File: src/rtl/bc_pkg.sv
// rtl/bc_pkg.sv - shared defaults and interrupt source-index encoding for the I/O controller
package bc_pkg;

    localparam int DATA_W_DEF  = 8;
    localparam int NCH_DEF     = 2;

    // Each channel owns two interrupt sources: input-ready at 2c, output-ready at 2c+1.
    localparam int SRC_PER_CH  = 2;
    localparam int SRC_IN_OFS  = 0;
    localparam int SRC_OUT_OFS = 1;

    function automatic int src_idx(input int ch, input logic is_out);
        return SRC_PER_CH * ch + (is_out ? SRC_OUT_OFS : SRC_IN_OFS);
    endfunction

endpackage

File: src/rtl/bc_io_chan.sv
// rtl/bc_io_chan.sv - one device channel: INPR/OUTR registers, FGI/FGO flags and handshakes
//
// Ports:
//   clk, rst_n                       clock, async active-low reset
//   in_valid/in_data/in_ready        device-to-CPU character handshake
//   out_valid/out_data/out_ready     CPU-to-device character handshake
//   rd                               CPU INP addressed to this channel (clears FGI)
//   wr, wr_data                      CPU OUT addressed to this channel
//   inpr, fgi, fgo                   register/flag state for the CPU-side mux
module bc_io_chan
    import bc_pkg::*;
#(
    parameter int DATA_W = DATA_W_DEF
) (
    input  logic              clk,
    input  logic              rst_n,
    input  logic              in_valid,
    input  logic [DATA_W-1:0] in_data,
    output logic              in_ready,
    output logic              out_valid,
    output logic [DATA_W-1:0] out_data,
    input  logic              out_ready,
    input  logic              rd,
    input  logic              wr,
    input  logic [DATA_W-1:0] wr_data,
    output logic [DATA_W-1:0] inpr,
    output logic              fgi,
    output logic              fgo
);

    logic [DATA_W-1:0] outr;

    // FGI=1 means INPR holds an unread character, so the device must wait.
    assign in_ready  = ~fgi;
    // FGO=0 means OUTR holds a character the device has not yet taken.
    assign out_valid = ~fgo;
    assign out_data  = outr;

    // A read arriving while FGI=1 only clears the flag; the device, seeing
    // ready low this cycle, re-presents and is accepted on the next one.
    always_ff @(posedge clk or negedge rst_n) begin
        if (!rst_n) begin
            inpr <= '0;
            fgi  <= 1'b0;
        end else if (in_valid && !fgi) begin
            inpr <= in_data;
            fgi  <= 1'b1;
        end else if (rd) begin
            fgi  <= 1'b0;
        end
    end

    // Reset forces FGO=1, which drops out_valid and aborts any pending output.
    always_ff @(posedge clk or negedge rst_n) begin
        if (!rst_n) begin
            outr <= '0;
            fgo  <= 1'b1;
        end else if (wr && fgo) begin
            outr <= wr_data;
            fgo  <= 1'b0;
        end else if (!fgo && out_ready) begin
            fgo  <= 1'b1;
        end
    end

endmodule

File: src/rtl/bc_io_ctrl.sv
// rtl/bc_io_ctrl.sv - multi-channel programmed I/O controller with masked priority interrupt
//
// Ports:
//   clk, rst_n                              clock, async active-low reset
//   dev_in_valid/dev_in_data/dev_in_ready   per-channel device input handshakes
//   dev_out_valid/dev_out_data/dev_out_ready per-channel device output handshakes
//   ch_sel                                  channel addressed by INP/OUT/SKI/SKO
//   inp_rd, inp_data                        INP strobe and INPR of ch_sel
//   out_wr, out_data                        OUT strobe and AC character
//   fgi_sel, fgo_sel                        flags of ch_sel
//   ion, iof                                interrupt enable on/off
//   mask_wr, mask_data                      per-source interrupt mask load
//   int_window, intr_ack                    interrupt sampling window and acknowledge
//   r_flag, ien, intr_vec                   interrupt request, enable, captured source index
module bc_io_ctrl
    import bc_pkg::*;
#(
    parameter  int DATA_W = DATA_W_DEF,
    parameter  int NCH    = NCH_DEF,
    localparam int CH_W   = (NCH > 1) ? $clog2(NCH) : 1
) (
    input  logic                  clk,
    input  logic                  rst_n,
    input  logic [NCH-1:0]        dev_in_valid,
    input  logic [NCH*DATA_W-1:0] dev_in_data,
    output logic [NCH-1:0]        dev_in_ready,
    output logic [NCH-1:0]        dev_out_valid,
    output logic [NCH*DATA_W-1:0] dev_out_data,
    input  logic [NCH-1:0]        dev_out_ready,
    input  logic [CH_W-1:0]       ch_sel,
    input  logic                  inp_rd,
    input  logic                  out_wr,
    input  logic [DATA_W-1:0]     out_data,
    output logic [DATA_W-1:0]     inp_data,
    output logic                  fgi_sel,
    output logic                  fgo_sel,
    input  logic                  ion,
    input  logic                  iof,
    input  logic                  mask_wr,
    input  logic [2*NCH-1:0]      mask_data,
    input  logic                  int_window,
    input  logic                  intr_ack,
    output logic                  r_flag,
    output logic                  ien,
    output logic [CH_W:0]         intr_vec
);

    logic [NCH-1:0]    sel_oh;
    logic [NCH-1:0]    fgi;
    logic [NCH-1:0]    fgo;
    logic [DATA_W-1:0] inpr [NCH];
    logic [2*NCH-1:0]  mask;
    logic [2*NCH-1:0]  src;
    logic              pending;
    logic [CH_W:0]     low_vec;

    // One-hot channel decode; an out-of-range ch_sel selects nothing, so
    // INP/OUT are ignored and the CPU-side outputs read as zero.
    always_comb begin
        sel_oh = '0;
        for (int c = 0; c < NCH; c++) begin
            sel_oh[c] = (ch_sel == CH_W'(c));
        end
    end

    for (genvar c = 0; c < NCH; c++) begin : g_chan
        bc_io_chan #(
            .DATA_W (DATA_W)
        ) u_chan (
            .clk       (clk),
            .rst_n     (rst_n),
            .in_valid  (dev_in_valid[c]),
            .in_data   (dev_in_data[c*DATA_W +: DATA_W]),
            .in_ready  (dev_in_ready[c]),
            .out_valid (dev_out_valid[c]),
            .out_data  (dev_out_data[c*DATA_W +: DATA_W]),
            .out_ready (dev_out_ready[c]),
            .rd        (inp_rd & sel_oh[c]),
            .wr        (out_wr & sel_oh[c]),
            .wr_data   (out_data),
            .inpr      (inpr[c]),
            .fgi       (fgi[c]),
            .fgo       (fgo[c])
        );
    end

    always_comb begin
        inp_data = '0;
        fgi_sel  = 1'b0;
        fgo_sel  = 1'b0;
        for (int c = 0; c < NCH; c++) begin
            if (sel_oh[c]) begin
                inp_data = inpr[c];
                fgi_sel  = fgi[c];
                fgo_sel  = fgo[c];
            end
        end
    end

    always_comb begin
        src = '0;
        for (int c = 0; c < NCH; c++) begin
            src[src_idx(c, 1'b0)] = fgi[c] & mask[src_idx(c, 1'b0)];
            src[src_idx(c, 1'b1)] = fgo[c] & mask[src_idx(c, 1'b1)];
        end
    end

    assign pending = |src;

    // Scan from the top down so the lowest pending index is the last write.
    always_comb begin
        low_vec = '0;
        for (int s = 2*NCH-1; s >= 0; s--) begin
            if (src[s]) begin
                low_vec = (CH_W+1)'(s);
            end
        end
    end

    // intr_vec is only captured on the R rising edge, so it stays stable for
    // the whole time the request is outstanding, even if flags or mask move.
    always_ff @(posedge clk or negedge rst_n) begin
        if (!rst_n) begin
            ien      <= 1'b0;
            r_flag   <= 1'b0;
            intr_vec <= '0;
            mask     <= '0;
        end else begin
            if (mask_wr) begin
                mask <= mask_data;
            end

            if (intr_ack || iof) begin
                ien <= 1'b0;
            end else if (ion) begin
                ien <= 1'b1;
            end

            if (intr_ack) begin
                r_flag <= 1'b0;
            end else if (int_window && ien && pending && !r_flag) begin
                r_flag   <= 1'b1;
                intr_vec <= low_vec;
            end
        end
    end

endmodule

File: config.mk
export PLATFORM = sky130hd
export DESIGN_NAME = bc_io_ctrl
export DESIGN_NICKNAME = d
export VERILOG_FILES = /design/src/rtl/bc_pkg.sv /design/src/rtl/bc_io_chan.sv /design/src/rtl/bc_io_ctrl.sv
export SDC_FILE = /design/constraint.sdc
export NUM_CORES = 1
export LEC_CHECK = 0
export CAP_MARGIN = 15
export CORE_MARGIN = 4
export CORE_UTILIZATION = 46
export CTS_CLUSTER_DIAMETER = 80
export DETAILED_ROUTE_END_ITERATION = 10
export PLACE_DENSITY_LB_ADDON = 0.2
export SLEW_MARGIN = 10
export SYNTH_ARGS = -nofsm -noshare
export SYNTH_HDL_FRONTEND = slang
export SYNTH_HIERARCHICAL = 1
export SYNTH_SLANG_ARGS = --single-unit
File: constraint.sdc
create_clock -name clk -period 3.6 [get_ports clk]
set_input_delay 0.36 -clock clk [delete_from_list [all_inputs] [get_ports clk]]
set_output_delay 0.36 -clock clk [all_outputs]
set_load 0.01 [all_outputs]
* Yosys cells after proc, flatten, opt, wreduce, memory -nomap -nowiden
Cells that the tools add are included.
** Storage, ports and cells
- Register bits after elaboration :: 44
- Input bits :: 42
- Output and inout bits :: 34
** Operators by class
- Muxes and demuxes :: 19
- Bitwise gates (word level) :: 14
- Reductions and logical operators :: 23
** Operator list (number)
- 2-to-1 mux 1 bit :: 14
- nonzero test 2 bit :: 6
- logical AND 1 bit :: 9
- AND 1 bit :: 8
- 2-to-1 mux 2 bit :: 4
- 2-to-1 mux 8 bit :: 1
- inverter 1 bit :: 6
- zero test 1 bit :: 5
- OR reduction 4 bit :: 1
- AND reduction 2 bit :: 1
- logical OR 1 bit :: 1

* Longest topological paths before layout
Gate-level depths: netlist (run 1).
- Depth after elaboration :: 6
- Depth in mapped cells :: 4
- Mapped depth without buffers :: 4

* By module
The synthesis (run 1) kept the hierarchy.
** By module, submodules not included
- bc_io_chan :: times used 2, cells an instance 42, area an instance 711.9 sq um
- bc_io_ctrl :: times used 1, cells an instance 43, area an instance 493.0 sq um

* Least setup slack after synthesis (run 1)
OpenSTA, ideal clock, no wires.
- Path type :: register -> register
- From :: register g_chan[1].u_chan.fgi
- To :: register intr_vec[0]
- Setup time :: 0.125 ns
- Data arrival time :: 1.220 ns
- Data required time :: 3.475 ns
- Setup slack :: 2.255 ns
- Stages on the path, launching flop included :: 5
- Path buffers :: 0
- Cell sequence :: dfrtp_1 > a22o_1 > or2_1 > nand2_2 > mux2_4
** On the way
- Longest elaborated chain between the ends :: 5
- Elaborated cells on any way between the ends :: 8
- Those cells by class :: mux: 3; bitwise: 1; reduce/logical: 4
** RTL lines
- start: declaration :: RTL line bc_io_chan.sv:27 : output logic fgi,
- start signal: assignment :: RTL line bc_io_chan.sv:44 : fgi <= 1'b0;
- start signal: assignment :: RTL line bc_io_chan.sv:47 : fgi <= 1'b1;
- start signal: assignment :: RTL line bc_io_chan.sv:49 : fgi <= 1'b0;
- AND 1 bit (*) :: RTL line bc_io_ctrl.sv:103 : src[src_idx(c, 1'b0)] = fgi[c] & mask[src_idx(c, 1'b0)];
- OR reduction 4 bit :: RTL line bc_io_ctrl.sv:108 : assign pending = |src;
- logical AND 1 bit (2 in series) :: RTL line bc_io_ctrl.sv:141 : end else if (int_window && ien && pending && !r_flag) begin
- AND reduction 2 bit (no source line)
- end signal: assignment :: RTL line bc_io_ctrl.sv:143 : intr_vec <= low_vec;
- end: declaration :: RTL line bc_io_ctrl.sv:45 : output logic [CH_W:0] intr_vec
Every way passes the cells marked *; elsewhere a longest branch is shown, timed or not.
A chain may end at the register's enable or synchronous reset.

* Final worst setup path (run 1)
- From :: input ch_sel
- To :: output inp_data[0]
** On the way
- Longest elaborated chain between the ends :: 1
** RTL lines
- start: declaration :: RTL line bc_io_ctrl.sv:30 : input logic [CH_W-1:0] ch_sel,
- 2-to-1 mux 8 bit :: RTL line bc_io_ctrl.sv:92 : if (sel_oh[c]) begin
- end: declaration :: RTL line bc_io_ctrl.sv:34 : output logic [DATA_W-1:0] inp_data,
No other way between the ends.

==> results of run 1 <==
layer usage:
metal / vias to the layer above / share of wire [%] / track usage, %
li1: 608 / - / -
met1: 622 / 40 / 20.1
met2: 46 / 52 / 29.5
met3: 7 / 6.8 / 4.57
met4: 0 / 1.6 / 7.99
met5: - / 0 / 0
registers in the layout (all words and copies together), names as in the netlist:
signal / flops
intr_vec: 2
g_chan.u_chan/inpr: 16
r_flag: 1
ien: 1
mask: 4
g_chan.u_chan/fgo: 2
g_chan.u_chan/out_data: 16
g_chan.u_chan/fgi: 2
final timing paths:
path / to / slack (ns) / start
max: inp_data[0] / 1.14 / ch_sel
min: g_chan[0].u_chan/inpr[7] / 0.20 / rst_n
max reg2reg: g_chan[1].u_chan/inpr[7] / 1.89 / g_chan[1].u_chan/fgi
min reg2reg: g_chan[1].u_chan/inpr[4] / 0.51 / g_chan[1].u_chan/inpr[4]
max in group asynchronous: mask[3] / 2.82 / rst_n
min in group clk: g_chan[1].u_chan/inpr[4] / 0.51 / g_chan[1].u_chan/inpr[4]
per-stage QoR:
stage	cell area, µm²	hold slack, ns	setup WS [ns]	std cells	utilization [%]
after detailed placement	2700	0.493	1.12	249	67.0
after global placement	2700	0.490	1.17	249	67.0
final	2800	0.204	1.14	258	69.4
after floorplan	1920	0.0644	2.26	127	-
after CTS	2790	0.239	1.12	257	69.2
after global routing	2800	0.298	1.07	258	69.4
logic make-up after synthesis:
family                 after synthesis
flip-flops                          44
multiplexers                        47
AO/OA/AOI/OAI                       11
AND/OR/NAND/NOR                     18
buffers and inverters                7
where the power goes:
part           internal (µW)  switching (µW)  total, µW
sequential               657             102        759
clock                    156             152        308
combinational            464             231        695
total                   1280             485       1760
final cells by class:
class,count,area [µm²]
well taps,50,62.6
clock buffers,8,90.1
repair buffers,76,753
fillers,289,1230
flip-flops and latches,44,1100
inverters,4,15.0
multi-input cells,76,771
layout by cell type (no fill, tap or decap), drive strengths merged:
master	netlist	routed
o21ai	2	2
nor3	2	2
a21oi	3	3
dfrtp	42	42
nand2	5	5
a31oi	1	1
dfstp	2	2
nand2b	2	2
nor2	2	2
or2	1	1
a32oi	1	1
clkbuf	0	8
buf	3	2
nor2b	4	4
o21bai	2	2
inv	4	4
a22o	2	2
mux2	47	47
and2	2	2
clkdlybuf4s50	0	74
critical path: stages:
cell and delay, ns:
clkdlybuf4s50_1 0.84, mux2_2 0.41, clkdlybuf4s50_1 0.49
==> impl_metrics.json, run 1 <==
{
  "path_max_fanout": 14,
  "drv_slew": 0,
  "power_uw": 1760,
  "synthTopCellsByArea": "dfrtp_1 55%, mux2_2 18%, mux2_4 13%",
  "synth_largest_area_cell": "dfrtp_1",
  "status": "complete, no violations",
  "grt_pass1_vias": 1441,
  "syn-cell-area_um2": 1920,
  "synth-xor-area-share_pct": 0,
  "num_rows": 23,
  "area_growth_pct": 45.8,
  "worstSetupEndpointType": "output pin",
  "max-clock-path-buffers": 2,
  "fin_crit_sh_pct": 68.3,
  "setup_viol": 0,
  "syn_inst": 127,
  "die_area_um2": 5260,
  "ys.flop_type": "dfrtp_1",
  "dr.pass1.iters": 4,
  "ys_ff_latch": 44,
  "syn_area_per_cell_um2": 15.1,
  "synth-seq-area-share_pct": 57.6,
  "cts_tree": "yes",
  "path_class": "primary input to output pin",
  "cts_sinks": 44,
  "synth-edff-count": 0,
  "hold_violations": 0,
  "crit_arrival_ns": 2.10,
  "peakVddDrop_uv": 381,
  "slew_headroom_pct": 32.1,
  "synthSimpleGateAreaFrac_pct": 5.48,
  "grt_usage_pct": 17.2,
  "fmax_mhz": 407,
  "wl_per_cell_um": 16.5,
  "core_area_um2": 4030,
  "finalNetCount": 249,
  "rsz0062_at_grt": "false",
  "globalplace.congestion": 0.790,
  "holdBufCountCts": 0,
  "synth_top_family_by_area": "multiplexers",
  "skew_ns": 0.00319,
  "rr_worst_depth": 2,
  "post_cts_resized": 0,
  "die_w_um": 72.6,
  "power.density_nw_per_um2": 631,
  "routed_wl_um": 4260,
  "ant_nets": 0,
  "vias_per_cell": 4.97,
  "grt_first_pass_wirelength_um": 6820,
  "hp-class": "primary input to async pin",
  "grt_overflow": 0,
  "synth.area.mux_share_pct": 30.9,
  "drive_gt1_share_pct": 29.3,
  "synth_top_cell_area_share_pct": 54.8,
  "synth_most_common_cell": "dfrtp_1",
  "drt_iter0_markers": 34,
  "diodes": 0,
  "clkTransAtPathRegs_ns": 0.07,
  "grt_max_degree": 45,
  "post-route-drc-count": 0,
  "worst_slew_pin_slew_ns": 1.02,
  "synth_nets": 169,
  "yosys.area_share.adder_pct": 0,
  "antenna_found_initial": 0,
  "period_needed_ns": 2.46,
  "h-tree-depth": 2,
  "dieHeight_um": 72.6,
  "synth-async-reset-ratio_pct": 100,
  "start_util_pct": 47.6,
  "cts_setup_buffers": 0,
  "ys_types": 22,
  "p_leak_uw": 0.00119,
  "io_buffer_count": 75,
  "drv_cap": 0,
  "tns_ns": 0,
  "synth.top_cells.by_count": "42 x dfrtp_1, 30 x mux2_2, 17 x mux2_4",
  "cts_buffers": 5,
  "ios": 76,
  "synth_compound_area_share_pct": 3.79,
  "vias": 1283,
  "clockRootBuffer": "clkbuf_8",
  "cp.required_ns": 3.24,
  "start_kind": "primary input",
  "ys.warnings.count": 6,
  "hpwl_um": 3240,
  "insertion_delay_ns": 0.29
}
Note: power is estimated with default switching activity, not from simulation.
==> inputs of run 2 (changes only) <==
--- a/config.mk
+++ b/config.mk
@@ -7,7 +7,7 @@
 export LEC_CHECK = 0
 export CAP_MARGIN = 15
 export CORE_MARGIN = 4
-export CORE_UTILIZATION = 46
+export CORE_UTILIZATION = 43
 export CTS_CLUSTER_DIAMETER = 80
 export DETAILED_ROUTE_END_ITERATION = 10
 export PLACE_DENSITY_LB_ADDON = 0.2
==> constraint.sdc (replaced) <==
create_clock -name clk -period 2.54 [get_ports clk]
set_input_delay 0.254 -clock clk [delete_from_list [all_inputs] [get_ports clk]]
set_output_delay 0.254 -clock clk [all_outputs]
set_load 0.01 [all_outputs]
==> run 2 against run 1 <==
Effect of this change:
- global-route usage is 2.1 points lower
- via count fell by 0.86%
- critical endpoint is now inp_data[4]
- sequential share of layout area shrank 0.54 points
- critical path type unchanged
- clock power up 68%
- register-to-register slack got worse by 0.78 ns
- power up 46%
==> impl_metrics.json, run 2 (synthesis gave the netlist of run 1 again) <==
{
  "status": "complete, no violations",
  "power.density_nw_per_um2": 908,
  "mostFrequentLayoutCell": "clkdlybuf4s50_1",
  "mostFrequentLayoutCells": "74 x clkdlybuf4s50_1, 42 x dfrtp_1, 30 x mux2_2",
  "max-clock-path-buffers": 2,
  "skew_ns": 0.00626,
  "setup_ws_ns": 0.518,
  "fmax_mhz": 495,
  "antenna_found_initial": 0,
  "slew_headroom_pct": 35.3,
  "die_w_um": 74.8,
  "core_area_um2": 4320,
  "cts_sinks": 44,
  "hp-class": "primary input to async pin",
  "drive_gt1_share_pct": 31.0,
  "post_cts_resized": 0,
  "drt_iter0_markers": 59,
  "h-tree-depth": 2,
  "grt_overflow": 0,
  "holdBufCountCts": 0,
  "insertion_delay_ns": 0.29,
  "cts_setup_buffers": 0,
  "area_growth_pct": 47.8,
  "finalNetCount": 251,
  "peakVddDrop_uv": 372,
  "hpwl_um": 3050,
  "grt_max_degree": 45,
  "cts_tree": "yes",
  "rsz0062_at_grt": "false",
  "globalplace.congestion": 0.719,
  "grt_usage_pct": 15.2,
  "tns_ns": 0,
  "drv_slew": 0,
  "start_util_pct": 44.3,
  "clkTransAtPathRegs_ns": 0.07,
  "vias": 1272,
  "p_leak_uw": 0.00121,
  "ios": 76,
  "dpl_worst_slack_ns": 0.508,
  "vias_per_cell": 4.85,
  "num_rows": 24,
  "period_needed_ns": 2.02,
  "start_kind": "primary input",
  "setup_viol": 0,
  "path_class": "primary input to output pin",
  "ant_nets": 0,
  "io_buffer_count": 75,
  "routed_wl_um": 4050,
  "hold_violations": 0,
  "wl_per_cell_um": 15.5,
  "die_area_um2": 5590,
  "crit_arrival_ns": 1.77,
  "clockRootBuffer": "clkbuf_8",
  "worst_slew_pin_slew_ns": 0.970,
  "drv_cap": 0,
  "grt_pass1_vias": 1357,
  "path_max_fanout": 14,
  "cp.required_ns": 2.29,
  "fin_crit_sh_pct": 79.6,
  "cts_buffers": 5,
  "grt_first_pass_wirelength_um": 6450,
  "dieHeight_um": 74.8,
  "worstSetupEndpointType": "output pin",
  "dr.pass1.iters": 4,
  "post-route-drc-count": 0,
  "diodes": 0
}
run 2: changes by cell type in the layout (fill, tap and decap cells not counted):
cell	previous run	this run
clkinv_2	0	1
clkbuf_1	2	0
clkinvlp_4	0	1
bufinv_16	0	1
buf_4	1	3
clkbuf_8	6	5
run 2: area by class of cell:
class	instances	area (µm²)
Timing Repair Buffer	78	768
Multi-Input combinational cell	76	771
Inverter	4	15.0
Tap cell	52	65.1
Clock buffer	5	68.8
Sequential cell	44	1100
Clock inverter	3	42.5
Fill cell	320	1490
run 2: stage by stage:
step                total power, µW  hold WS [ns]  utilization, %  cell area [µm²]  instances
floorplan                      1540       -0.0416               -             1920        127
global placement               2040         0.431            63.0             2720        254
detailed placement             2080         0.459            63.0             2720        254
CTS                            2610         0.139            65.5             2830        262
global route                   2720         0.201            65.5             2830        262
finish                         2570         0.115            65.5             2830        262
run 2: final timing paths:
| kind | endpoint | from | slack (ns) | cells after the start |
|---|---|---|---|---|
| max | inp_data[4] | ch_sel | 0.52 | 4 |
| min | ien | rst_n | 0.11 | 1 |
| max reg2reg | intr_vec[0] | g_chan[1].u_chan/fgi | 1.11 | 4 |
| min reg2reg | g_chan[0].u_chan/out_data[0] | g_chan[0].u_chan/out_data[0] | 0.51 | 1 |
| max in group asynchronous | g_chan[1].u_chan/fgi | rst_n | 1.82 | 1 |
| min in group clk | ien | iof | 0.50 | 2 |
run 2: critical path: stages:
cell             delay [ns]
clkdlybuf4s50_1        0.45
buf_4                  0.21
mux2_2                 0.36
clkdlybuf4s50_1        0.49
run 2: power by group:
part / switching, µW / internal (µW)
clock network: 227 / 291
registers: 139 / 931
logic: 326 / 661
total: 692 / 1880
run 2: routing by layer:
metal  vias to the layer above  wire length [µm]  GRT usage (%)
met1                       614              1770           20.5
met3                         2               396           5.47
met2                        53              1880           23.6
met4                         0                10           3.56
li1                        603                 -              -
met5                         -                 0              0
==> edit (flow settings as in run 1) <==
Register the output `intr_vec` once more, with the module's reset; this adds one clock of latency there. The other outputs are not delayed to match.
--- a/src/rtl/bc_io_ctrl.sv
+++ b/src/rtl/bc_io_ctrl.sv
@@ -44,6 +44,8 @@
     output logic                  ien,
     output logic [CH_W:0]         intr_vec
 );
+
+    logic [CH_W:0] intr_vec_s0;
 
     logic [NCH-1:0]    sel_oh;
     logic [NCH-1:0]    fgi;
@@ -123,7 +125,7 @@
         if (!rst_n) begin
             ien      <= 1'b0;
             r_flag   <= 1'b0;
-            intr_vec <= '0;
+            intr_vec_s0 <= '0;
             mask     <= '0;
         end else begin
             if (mask_wr) begin
@@ -140,8 +142,16 @@
                 r_flag <= 1'b0;
             end else if (int_window && ien && pending && !r_flag) begin
                 r_flag   <= 1'b1;
-                intr_vec <= low_vec;
+                intr_vec_s0 <= low_vec;
             end
+        end
+    end
+
+    always_ff @(posedge clk or negedge rst_n) begin
+        if (!rst_n) begin
+            intr_vec <= '0;
+        end else begin
+            intr_vec <= intr_vec_s0;
         end
     end
 
Check against the original RTL: not equivalent (Yosys sat finds a counterexample within 4 cycles, from zero or initial values and one cycle with rst_n low).
==> edit against run 1 <==
Area after synthesis grew 2.3%; sequential share of layout area grew 0.82 points; count of clock-buffer cells in the layout shrank 3; final area grew 2.4%; routed wire length grew 2.4%; sequential cell count grew 2; first-iteration DRC count grew 32%; largest cell class unchanged; highest routed layer unchanged; power grew 5.7%; worst setup slack lost 0.0093 ns.
==> edit: results <==
INSERT INTO impl_metrics (metric_group, metric, value, unit) VALUES
('outcome', 'status', 'completed', ''),
('timing', 'finClkSkew', '0.00563', 'ns'),
('place', 'placed_cell_area', '0.00275', 'sq mm'),
('place', 'dp_cells', '252', ''),
('timing', 'period_share', '68.5', '%'),
('place', 'routabilityCongestion', '0.822', ''),
('place', 'hpwl', '3.27', 'mm'),
('layout', 'multi_input_comb_area', '764', 'sq um'),
('floorplanning', 'design.die.area', '0.00537', 'sq mm'),
('pwr', 'maximum_ir_drop_on_the_vdd_rail', '0.389', 'mV'),
('layout', 'num-nets-final', '251', ''),
('global_route', 'first_pass_grt_wire_length', '7.12', 'mm'),
('yosys', 'netlist_top_cells_count', 'dfrtp_1, mux2_2, mux2_4, inv_1, nor2b_1', ''),
('global_route', 'gr-usage-all-layers', '17.6', '%'),
('routing', 'vias_per_cell', '5.00', ''),
('pwr', 'power.static_leakage', '1.22', 'nW'),
('routing', 'drt_first_pass_iters', '6', ''),
('yosys', 'netlist-cell-type-count', '23', ''),
('layout', 'stdcell_count', '260', ''),
('yosys', 'synthesis.nets', '171', '');
==> edit: cell count changes in the layout (fill, tap and decap cells not counted) <==
| cell | before | now |
|---|---|---|
| dfrtp_1 | 42 | 44 |
| bufinv_16 | 0 | 1 |
| nand2_2 | 3 | 2 |
| clkinvlp_4 | 0 | 2 |
| clkbuf_8 | 6 | 5 |
| mux2_4 | 17 | 16 |
| clkbuf_1 | 2 | 0 |
| mux2_1 | 0 | 3 |
| mux2_2 | 30 | 28 |
| nand2_1 | 2 | 3 |
==> edit: worst min path at each step <==
stage                         startpoint                      endpoint  depth (start not counted)
after floorplan                    rst_n          g_chan[0].u_chan/fgi                          0
final                              rst_n                        r_flag                          1
after detailed placement  intr_vec_s0[0]                   intr_vec[0]                          0
after global routing               rst_n                intr_vec_s0[1]                          1
after global placement    intr_vec_s0[1]                   intr_vec[1]                          0
after CTS                          rst_n  g_chan[1].u_chan/out_data[4]                          1
==> edit: cell families after synthesis <==
family | share of synthesized area [%]
buf+inv | 2.17
flops | 58.8
compound gates | 3.70
simple gates | 5.23
mux | 30.1
==> edit: per-layer routing <==
layer | part of all wire (%) | GRT usage (%) | vias to the layer above
met5 | 0 | 0 | -
met4 | 0.96 | 4.30 | 0
met3 | 8.3 | 6.57 | 6
met2 | 50 | 29.2 | 54
met1 | 41 | 21.8 | 633
li1 | - | - | 607
==> edit: power by group through the flow <==
stage,clock network (mW),registers (mW),logic (mW)
after floorplan,0,0.809,0.308
after global placement,0,0.789,0.681
after detailed placement,0,0.800,0.699
after CTS,0.392,0.793,0.704
after global routing,0.410,0.815,0.739
final,0.378,0.792,0.692
